`src/rtl/fifo_status_if.sv`:
```
// Status bus between the FIFO pointer stages and the occupancy/flag tracker.
// The pointer side owns the pointers and requests; the tracker drives all flags.
interface fifo_status_if #(
    parameter int PTR_W = 5
);
    logic [PTR_W-1:0] wptr;
    logic [PTR_W-1:0] rptr;
    logic             wr;
    logic             rd;
    logic             clr_flags;
    logic             fifo_full;
    logic             fifo_empty;
    logic             fifo_threshold;
    logic [PTR_W-1:0] fifo_level;
    logic [PTR_W-1:0] fifo_hwm;
    logic             fifo_overflow;
    logic             fifo_underflow;

    modport master (
        output wptr, rptr, wr, rd, clr_flags,
        input  fifo_full, fifo_empty, fifo_threshold, fifo_level,
               fifo_hwm, fifo_overflow, fifo_underflow
    );

    modport slave (
        input  wptr, rptr, wr, rd, clr_flags,
        output fifo_full, fifo_empty, fifo_threshold, fifo_level,
               fifo_hwm, fifo_overflow, fifo_underflow
    );
endinterface

```
`src/rtl/fifo_status.sv`:
```
// FIFO status tracker: zero-latency full/empty from wrap-bit pointers, plus
// registered occupancy, almost-full, high-water mark and sticky error flags.
module fifo_status #(
    parameter int PTR_W  = 5,
    parameter int THRESH = 12
) (
    input  logic          clk,
    input  logic          rst,
    fifo_status_if.slave  bus
);
    localparam logic [PTR_W-1:0] THRESH_V = PTR_W'(THRESH);

    logic [PTR_W-1:0] diff;
    logic             full_c;
    logic             empty_c;
    logic             threshold_q;
    logic [PTR_W-1:0] level_q;
    logic [PTR_W-1:0] hwm_q;
    logic             overflow_q;
    logic             underflow_q;
    logic             overflow_set;
    logic             underflow_set;

    // Modular subtraction handles the wrap: the MSB disambiguates full from empty.
    assign diff    = bus.wptr - bus.rptr;
    assign empty_c = (bus.wptr == bus.rptr);
    assign full_c  = (bus.wptr[PTR_W-1] != bus.rptr[PTR_W-1]) &&
                     (bus.wptr[PTR_W-2:0] == bus.rptr[PTR_W-2:0]);

    assign overflow_set  = bus.wr & full_c;
    assign underflow_set = bus.rd & empty_c;

    // A set event in the same cycle as clr_flags must leave the flag asserted.
    always_ff @(posedge clk or posedge rst) begin
        if (rst) begin
            level_q     <= '0;
            threshold_q <= 1'b0;
            hwm_q       <= '0;
            overflow_q  <= 1'b0;
            underflow_q <= 1'b0;
        end else begin
            level_q     <= diff;
            threshold_q <= (diff >= THRESH_V);
            overflow_q  <= overflow_set  | (overflow_q  & ~bus.clr_flags);
            underflow_q <= underflow_set | (underflow_q & ~bus.clr_flags);
            if (bus.clr_flags || (diff > hwm_q)) begin
                hwm_q <= diff;
            end
        end
    end

    assign bus.fifo_full      = full_c;
    assign bus.fifo_empty     = empty_c;
    assign bus.fifo_threshold = threshold_q;
    assign bus.fifo_level     = level_q;
    assign bus.fifo_hwm       = hwm_q;
    assign bus.fifo_overflow  = overflow_q;
    assign bus.fifo_underflow = underflow_q;
endmodule

```
`src/flat_wrapper.sv`:
```
// flat-port wrapper written by rule: the top's interface ports become plain ports
module fifo_status_flat 
#(
    parameter int PTR_W  = 5,
    parameter int THRESH = 12
)
  (clk, rst, bus_wptr, bus_rptr, bus_wr, bus_rd, bus_clr_flags, bus_fifo_full, bus_fifo_empty, bus_fifo_threshold, bus_fifo_level, bus_fifo_hwm, bus_fifo_overflow, bus_fifo_underflow);
  fifo_status_if #(.PTR_W(PTR_W)) bus_i ();
  input  logic clk;
  input  logic rst;
  input wire logic [$bits(bus_i.wptr)-1:0] bus_wptr;
  input wire logic [$bits(bus_i.rptr)-1:0] bus_rptr;
  input wire logic [$bits(bus_i.wr)-1:0] bus_wr;
  input wire logic [$bits(bus_i.rd)-1:0] bus_rd;
  input wire logic [$bits(bus_i.clr_flags)-1:0] bus_clr_flags;
  output wire logic [$bits(bus_i.fifo_full)-1:0] bus_fifo_full;
  output wire logic [$bits(bus_i.fifo_empty)-1:0] bus_fifo_empty;
  output wire logic [$bits(bus_i.fifo_threshold)-1:0] bus_fifo_threshold;
  output wire logic [$bits(bus_i.fifo_level)-1:0] bus_fifo_level;
  output wire logic [$bits(bus_i.fifo_hwm)-1:0] bus_fifo_hwm;
  output wire logic [$bits(bus_i.fifo_overflow)-1:0] bus_fifo_overflow;
  output wire logic [$bits(bus_i.fifo_underflow)-1:0] bus_fifo_underflow;
  assign bus_i.wptr = bus_wptr;
  assign bus_i.rptr = bus_rptr;
  assign bus_i.wr = bus_wr;
  assign bus_i.rd = bus_rd;
  assign bus_i.clr_flags = bus_clr_flags;
  assign bus_fifo_full = bus_i.fifo_full;
  assign bus_fifo_empty = bus_i.fifo_empty;
  assign bus_fifo_threshold = bus_i.fifo_threshold;
  assign bus_fifo_level = bus_i.fifo_level;
  assign bus_fifo_hwm = bus_i.fifo_hwm;
  assign bus_fifo_overflow = bus_i.fifo_overflow;
  assign bus_fifo_underflow = bus_i.fifo_underflow;
  fifo_status #(.PTR_W(PTR_W), .THRESH(THRESH)) u_core (.clk(clk), .rst(rst), .bus(bus_i));
endmodule
```
`config.mk`:
```
export PLATFORM = sky130hd
export DESIGN_NAME = fifo_status_flat
export DESIGN_NICKNAME = d
export VERILOG_FILES = /design/src/rtl/fifo_status_if.sv /design/src/rtl/fifo_status.sv /design/src/flat_wrapper.sv
export SDC_FILE = /design/constraint.sdc
export NUM_CORES = 1
export LEC_CHECK = 0
export ABC_AREA = 1
export CORE_MARGIN = 1.5
export CORE_UTILIZATION = 39
export CTS_BUF_LIST = sky130_fd_sc_hd__clkbuf_8 sky130_fd_sc_hd__clkbuf_16
export DETAILED_ROUTE_END_ITERATION = 16
export GPL_ROUTABILITY_DRIVEN = 1
export PLACE_DENSITY_LB_ADDON = 0.08
export SLEW_MARGIN = 20
export SYNTH_ARGS = -nofsm -noshare
export SYNTH_HDL_FRONTEND = slang
export SYNTH_SLANG_ARGS = --single-unit
```
`constraint.sdc`:
```
create_clock -name clk -period 1.4 [get_ports clk]
set_input_delay 0.28 -clock clk [delete_from_list [all_inputs] [get_ports clk]]
set_output_delay 0.28 -clock clk [all_outputs]
set_load 0.02 [all_outputs]
```
==> impl_metrics.tcl, run 1 <==
set metrics [dict create \
    cts_tree "yes" \
    cpMaxStageDelayCell "fa_2" \
    ant_nets 0 \
    clk_latency_ns 0.23 \
    htreeDepth 1 \
    synth_cells 94 \
    fin_crit_sh_pct 134 \
    p_sw_mw 0.720 \
    crit_start "bus_wptr[0]" \
    via_count 772 \
    cpLargestDelayFamily "adder cells" \
    arrival_ns 2.00 \
    clk_path_buf_depth 2 \
    p_leak_nw 0.766 \
    seqPwrFrac_pct 28.0 \
    critical_path.most_common_cell "nand2_2" \
    netlist.area_leader.share_pct 40.4 \
    cts_made_buffers 3 \
    drive_gt1_share_pct 48.6 \
    rows 16 \
    fillers 162 \
    die_area_um2 2350 \
    p_int_mw 1.11 \
    clk_pin_slew_worst_paths_ns 0.05 \
    vias_per_cell 4.51 \
    clock_tree.root_cell "clkbuf_8" \
    crit_end "u_core.bus.fifo_hwm[2]$_DFFE_PP0P_" \
    r2r_slack_ns -0.03 \
    slew_headroom_pct 68.1 \
    cap_violations 0 \
    final_cell_mix "nand2_1 (16), buf_4 (16), dlygate4sd2_1 (13), dfrtp_1 (13), nand2_2 (12)" \
    placed_cell_area_um2 1250 \
    pin_count 30 \
    rr_startpoint "u_core.bus.fifo_hwm[2]$_DFFE_PP0P_" \
    dieWidth_um 48.5 \
    initialDrtViolationCount 10 \
    synth_top_area_cell "dfrtp_1" \
    reg2reg_depth 10 \
    dp_hpwl_um 1340 \
    grt_pass1_wl_um 3190 \
    finalMaxSlewViolations 0 \
    cp-start-kind "primary input" \
    wl_um 1890 \
    hold_viol 0 \
    grt_pass1_vias 783 \
    hold_buffers 0 \
    yosys_warnings 0 \
    ir_drop_v 0.000583 \
    critPathKind "in -> reg" \
    ys_top_cells_by_area "dfrtp_1 (40%), ha_1 (12%), nand2_1 (12%)" \
    areaGrowthSynthToFinish_pct 80.1 \
    wire_per_inst_um 11.0 \
    setup_ws_ns -0.478 \
    firstDrtPassIters 4 \
    gp_congestion 0.782 \
    cp_slowest_stage_delay_ns 0.37 \
    cp_num_cells 15 \
    switching_share_pct 39.4 \
    rsz0062_at_grt "true" \
    synth_area_per_cell_um2 8.57 \
    synth.ff_latch_count 13 \
    n_antenna_cell 0 \
    place_ws_ns -1.22 \
    fin_crit_ns 1.88 \
    final_core_util_pct 74.0 \
    crit_path_end_kind "register" \
    antenna_found_initial 0 \
    worstPathCellList "buf_8 > inv_12 > ha_4 > inv_4 > fa_2 > xor2_2 > ha_4 > a21oi_4 > nand2_2 > nand2_2 > nand2_2 > nand3_4 > nand2_4 > nand2_1 > nand2_1" \
    die_h_um 48.5 \
    hp-class "in -> async" \
    grt.overflow.total 0 \
    p_comb_share_pct 54.7 \
    port_buffers 29 \
    grt_max_degree 14 \
    status "complete, but fails checks" \
    hold_ws_ns 0.360 \
    syn_nets 118 \
    fp.coreArea_um2 1960 \
    yosysSeqAreaShare_pct 40.4 \
    powerDensity_nw_per_um2 1260 \
    stdcell_area_um2 1450 \
    clkSinkCount 13 \
    initial_core_util_pct 41.1 \
    drc 0 \
    grt.total_usage_pct 17.6 \
    syn_area_um2 806 \
    worst_pin_slew_ns 0.478 \
    clock_skew_ns 0.00357 \
    violations "negative setup slack" \
    crit_fanout 5 \
    pwr-share-clk_pct 17.2 \
    worstPathRequired_ns 1.53 \
    rr_endpoint "u_core.bus.fifo_hwm[2]$_DFFE_PP0P_" \
    nets 169 \
    yosysUniqueCellTypes 18 \
    setup_viol 8 \
    path_buf_inv 3 \
    fmax_mhz 532 \
]
[worst min-delay path by stage]
stage,startpoint,endpoint,cells after the start
final,rst,u_core.bus.fifo_hwm[2]$_DFFE_PP0P_,2
after floorplan,rst,u_core.bus.fifo_hwm[0]$_DFFE_PP0P_,1
after detailed placement,u_core.bus.fifo_underflow$_DFF_PP0_,u_core.bus.fifo_underflow$_DFF_PP0_,1
after global routing,rst,u_core.bus.fifo_level[3]$_DFF_PP0_,2
after global placement,u_core.bus.fifo_overflow$_DFF_PP0_,u_core.bus.fifo_overflow$_DFF_PP0_,1
after CTS,rst,u_core.bus.fifo_level[3]$_DFF_PP0_,2
[cell type report]
class | count | area (um^2) | area share [%]
repair buffers | 46 | 414 | 28.5
well taps | 27 | 33.8 | 2.33
clock inverters | 1 | 3.75 | 0.259
flip-flops and latches | 13 | 325 | 22.4
multi-input cells | 62 | 542 | 37.3
inverters | 19 | 91.3 | 6.29
clock buffers | 3 | 41.3 | 2.84
[power groups by stage]
stage               Clock [mW]  Combinational (mW)  Sequential [mW]
CTS                      0.317               0.874            0.512
finish                   0.314                1.00            0.512
global route             0.342                1.10            0.525
floorplan                    0               0.393            0.621
global placement             0               0.823            0.516
detailed placement           0               0.836            0.522
[through the flow]
step           total power [mW]  instances  setup TNS (ns)
2_1_floorplan              1.01         94           -2.04
3_3_place_gp               1.34        161          -10.81
3_5_place_dp               1.36        161          -11.14
4_1_cts                    1.70        169           -2.91
5_1_grt                    1.97        171           -2.77
6_report                   1.83        171           -2.14
[what timing repair did]
action	4_1_cts	5_1_grt
pin swaps	13	15
resized for setup	61	33
buffers inserted	4	2
setup endpoints to repair	27	9
[synthesized netlist by cell type]
cell type,count
nand2_4,2
nor2_1,3
inv_1,16
dfrtp_1,13
ha_1,8
nand4_1,1
o21ai_1,1
nand3_2,2
inv_2,3
nand2_2,3
a22o_1,2
or2_4,1
nand2_1,25
fa_1,1
a21oi_1,2
nand3_4,1
nand3_1,8
xor2_1,2
[state kept, by name, summed over array words and instances, names as in the netlist]
| signal | cells |
|---|---|
| u_core.bus.fifo_hwm | 5 |
| u_core.bus.fifo_level | 5 |
| u_core.bus.fifo_overflow | 1 |
| u_core.bus.fifo_threshold | 1 |
| u_core.bus.fifo_underflow | 1 |
[worst reg2reg max path, stage by stage (launching register included)]
cell and delay, ns:
dfrtp_1 0.40, inv_1 0.11, ha_4 0.23, a21oi_4 0.15
nand2_2 0.06, nand2_2 0.05, nand2_2 0.06, nand3_4 0.09
nand2_4 0.07, nand2_1 0.06, nand2_1 0.05
[metal layers]
metal	routed length, um	GRT usage [%]	up-vias
met2	1070	34.7	19
met1	730	18.8	360
li1	-	-	391
met4	19	7.14	0
met5	0	0	-
met3	65	1.85	2
[logic make-up (layout without fill, tap and decap cells)]
group / count (synthesis) / after routing / share of synthesized area [%]
xor+xnor: 2 / 2 / 2.17
flops: 13 / 13 / 40.4
fa+ha+maj: 9 / 9 / 14.9
simple gates: 46 / 46 / 29.7
buf+inv: 19 / 69 / 8.85
compound gates: 5 / 5 / 4.04
Note: power is estimated with default switching activity, not from simulation.
==> run 2: changes to the inputs <==
--- a/config.mk
+++ b/config.mk
@@ -16,3 +16,4 @@
 export SYNTH_ARGS = -nofsm -noshare
 export SYNTH_HDL_FRONTEND = slang
 export SYNTH_SLANG_ARGS = --single-unit
+export TNS_END_PERCENT = 10
==> run 2 against run 1 <==
The run still ends with negative setup slack left. Maximum frequency fell by 3.3%. Highest routed layer unchanged. Die area did not move. Cell count fell by 1.2%. Critical path depth rose by 2. Sequential power barely moved. Register-to-register slack got worse by 0.04 ns. Setup slack got worse by 0.064 ns. Global-route usage fell by 0.95 points. First-iteration DRC count fell by 60%.
==> impl_metrics.tcl, run 2 (synthesis results as in run 1) <==
set metrics [dict create \
    crit_fanout 5 \
    fin_crit_ns 1.94 \
    grt_pass1_wl_um 3070 \
    antenna_found_initial 0 \
    clk_latency_ns 0.24 \
    rsz0062_at_grt "true" \
    wl_um 1710 \
    htreeDepth 1 \
    grt.overflow.total 0 \
    pin_count 30 \
    grt.total_usage_pct 16.6 \
    clk_path_buf_depth 2 \
    powerDensity_nw_per_um2 1220 \
    dp_hpwl_um 1390 \
    layout_commonest_cell "nand2_1" \
    arrival_ns 2.07 \
    initialDrtViolationCount 4 \
    fin_crit_sh_pct 139 \
    areaGrowthSynthToFinish_pct 67.9 \
    clock_tree.root_cell "clkbuf_8" \
    p_leak_nw 0.718 \
    dieWidth_um 48.5 \
    hold_ws_ns 0.343 \
    grt_pass1_vias 761 \
    clkSinkCount 13 \
    crit_path_end_kind "register" \
    nets 167 \
    reg2reg_depth 12 \
    cap_violations 0 \
    ir_drop_v 0.000766 \
    die_h_um 48.5 \
    grt_max_degree 14 \
    worstPathRequired_ns 1.53 \
    violations "negative setup slack" \
    critPathKind "in -> reg" \
    drive_gt1_share_pct 41.5 \
    die_area_um2 2350 \
    clock_skew_ns 0.000208 \
    status "complete, but fails checks" \
    hp-class "in -> async" \
    finalMaxSlewViolations 0 \
    final_cells 169 \
    fp.coreArea_um2 1960 \
    rows 16 \
    cts_tree "yes" \
    slew_headroom_pct 70.5 \
    n_antenna_cell 0 \
    cp-start-kind "primary input" \
    initial_core_util_pct 41.1 \
    via_count 773 \
    dp_cells 160 \
    ant_nets 0 \
    drc 0 \
    firstDrtPassIters 4 \
    cts_made_buffers 3 \
    port_buffers 29 \
    gp_congestion 0.792 \
    final_cell_mix "nand2_1 (19), buf_4 (14), dlygate4sd2_1 (13), dfrtp_1 (13), inv_1 (12)" \
    hold_viol 0 \
    stdcell_area_um2 1350 \
    clk_pin_slew_worst_paths_ns 0.05 \
    finalPower_mw 1.66 \
    placed_cell_area_um2 1220 \
    fmax_mhz 515 \
    worst_pin_slew_ns 0.442 \
    setup_ws_ns -0.542 \
    wire_per_inst_um 10.1 \
    vias_per_cell 4.57 \
    setup_viol 8 \
]
run 2: cell types whose count changed in the layout (fill, tap and decap cells not counted), sizes merged:
cell	before	now
dlymetal6s2s	2	0
buf	26	23
clkdlybuf4s50	4	6
clkdlybuf4s15	0	1
run 2: cell type report:
cell class | count | area [um^2]
clock buffers | 3 | 41.3
inverters | 19 | 76.3
well taps | 27 | 33.8
clock inverters | 1 | 3.75
repair buffers | 44 | 370
flip-flops and latches | 13 | 325
multi-input cells | 62 | 502
fillers | 189 | 609
run 2: final timing paths:
| path | end | slack [ns] | start |
|---|---|---|---|
| min in group clk | u_core.bus.fifo_level[0]$_DFF_PP0_ | 0.48 | bus_rptr[0] |
| max reg2reg | u_core.bus.fifo_hwm[1]$_DFFE_PP0P_ | -0.07 | u_core.bus.fifo_hwm[2]$_DFFE_PP0P_ |
| min | u_core.bus.fifo_underflow$_DFF_PP0_ | 0.34 | rst |
| max in group asynchronous | u_core.bus.fifo_hwm[0]$_DFFE_PP0P_ | 0.75 | rst |
| max | u_core.bus.fifo_hwm[1]$_DFFE_PP0P_ | -0.54 | bus_wptr[0] |
| min reg2reg | u_core.bus.fifo_overflow$_DFF_PP0_ | 0.51 | u_core.bus.fifo_overflow$_DFF_PP0_ |
run 2: layer usage:
layer / GRT usage (%) / vias to the layer above / wire [um]
li1: - / 392 / -
met1: 19.9 / 356 / 696
met2: 29.2 / 23 / 907
met3: 2.16 / 2 / 81
met4: 8.57 / 0 / 27
met5: 0 / - / 0
run 2: worst max-delay path, cell delays in order:
cell and delay [ns]:
buf_6 0.09, inv_4 0.05, ha_4 0.12, inv_2 0.04, fa_2 0.41, xor2_2 0.17
ha_1 0.30, nand2_1 0.07, inv_1 0.04, nand2_1 0.05, nand2_1 0.04, nand2_1 0.06
nand2_2 0.06, nand3_4 0.10, nand2_4 0.07, nand2_2 0.07, nand2_2 0.05
run 2: per-stage QoR:
| step | TNS (ns) | util [%] | setup WS (ns) |
|---|---|---|---|
| 4_1_cts | -2.49 | 68.8 | -0.555 |
| 3_3_place_gp | -9.67 | 62.1 | -1.04 |
| 6_report | -2.49 | 68.9 | -0.542 |
| 3_5_place_dp | -10.19 | 62.1 | -1.13 |
| 2_1_floorplan | -2.25 | - | -0.559 |
| 5_1_grt | -3.30 | 68.9 | -0.653 |
run 2: what timing repair did:
action,CTS,global route
gates resized for setup,71,4
pin swaps,16,9
endpoints found under the setup margin,27,8
setup buffers,5,0
hold buffers,0,0
run 2: where the power goes:
group | switching (mW) | total (mW) | leakage [nW] | internal [mW]
Clock | 0.127 | 0.321 | 0.0269 | 0.193
Sequential | 0.0540 | 0.515 | 0.157 | 0.461
Combinational | 0.467 | 0.822 | 0.534 | 0.355
Total | 0.648 | 1.66 | 0.718 | 1.01
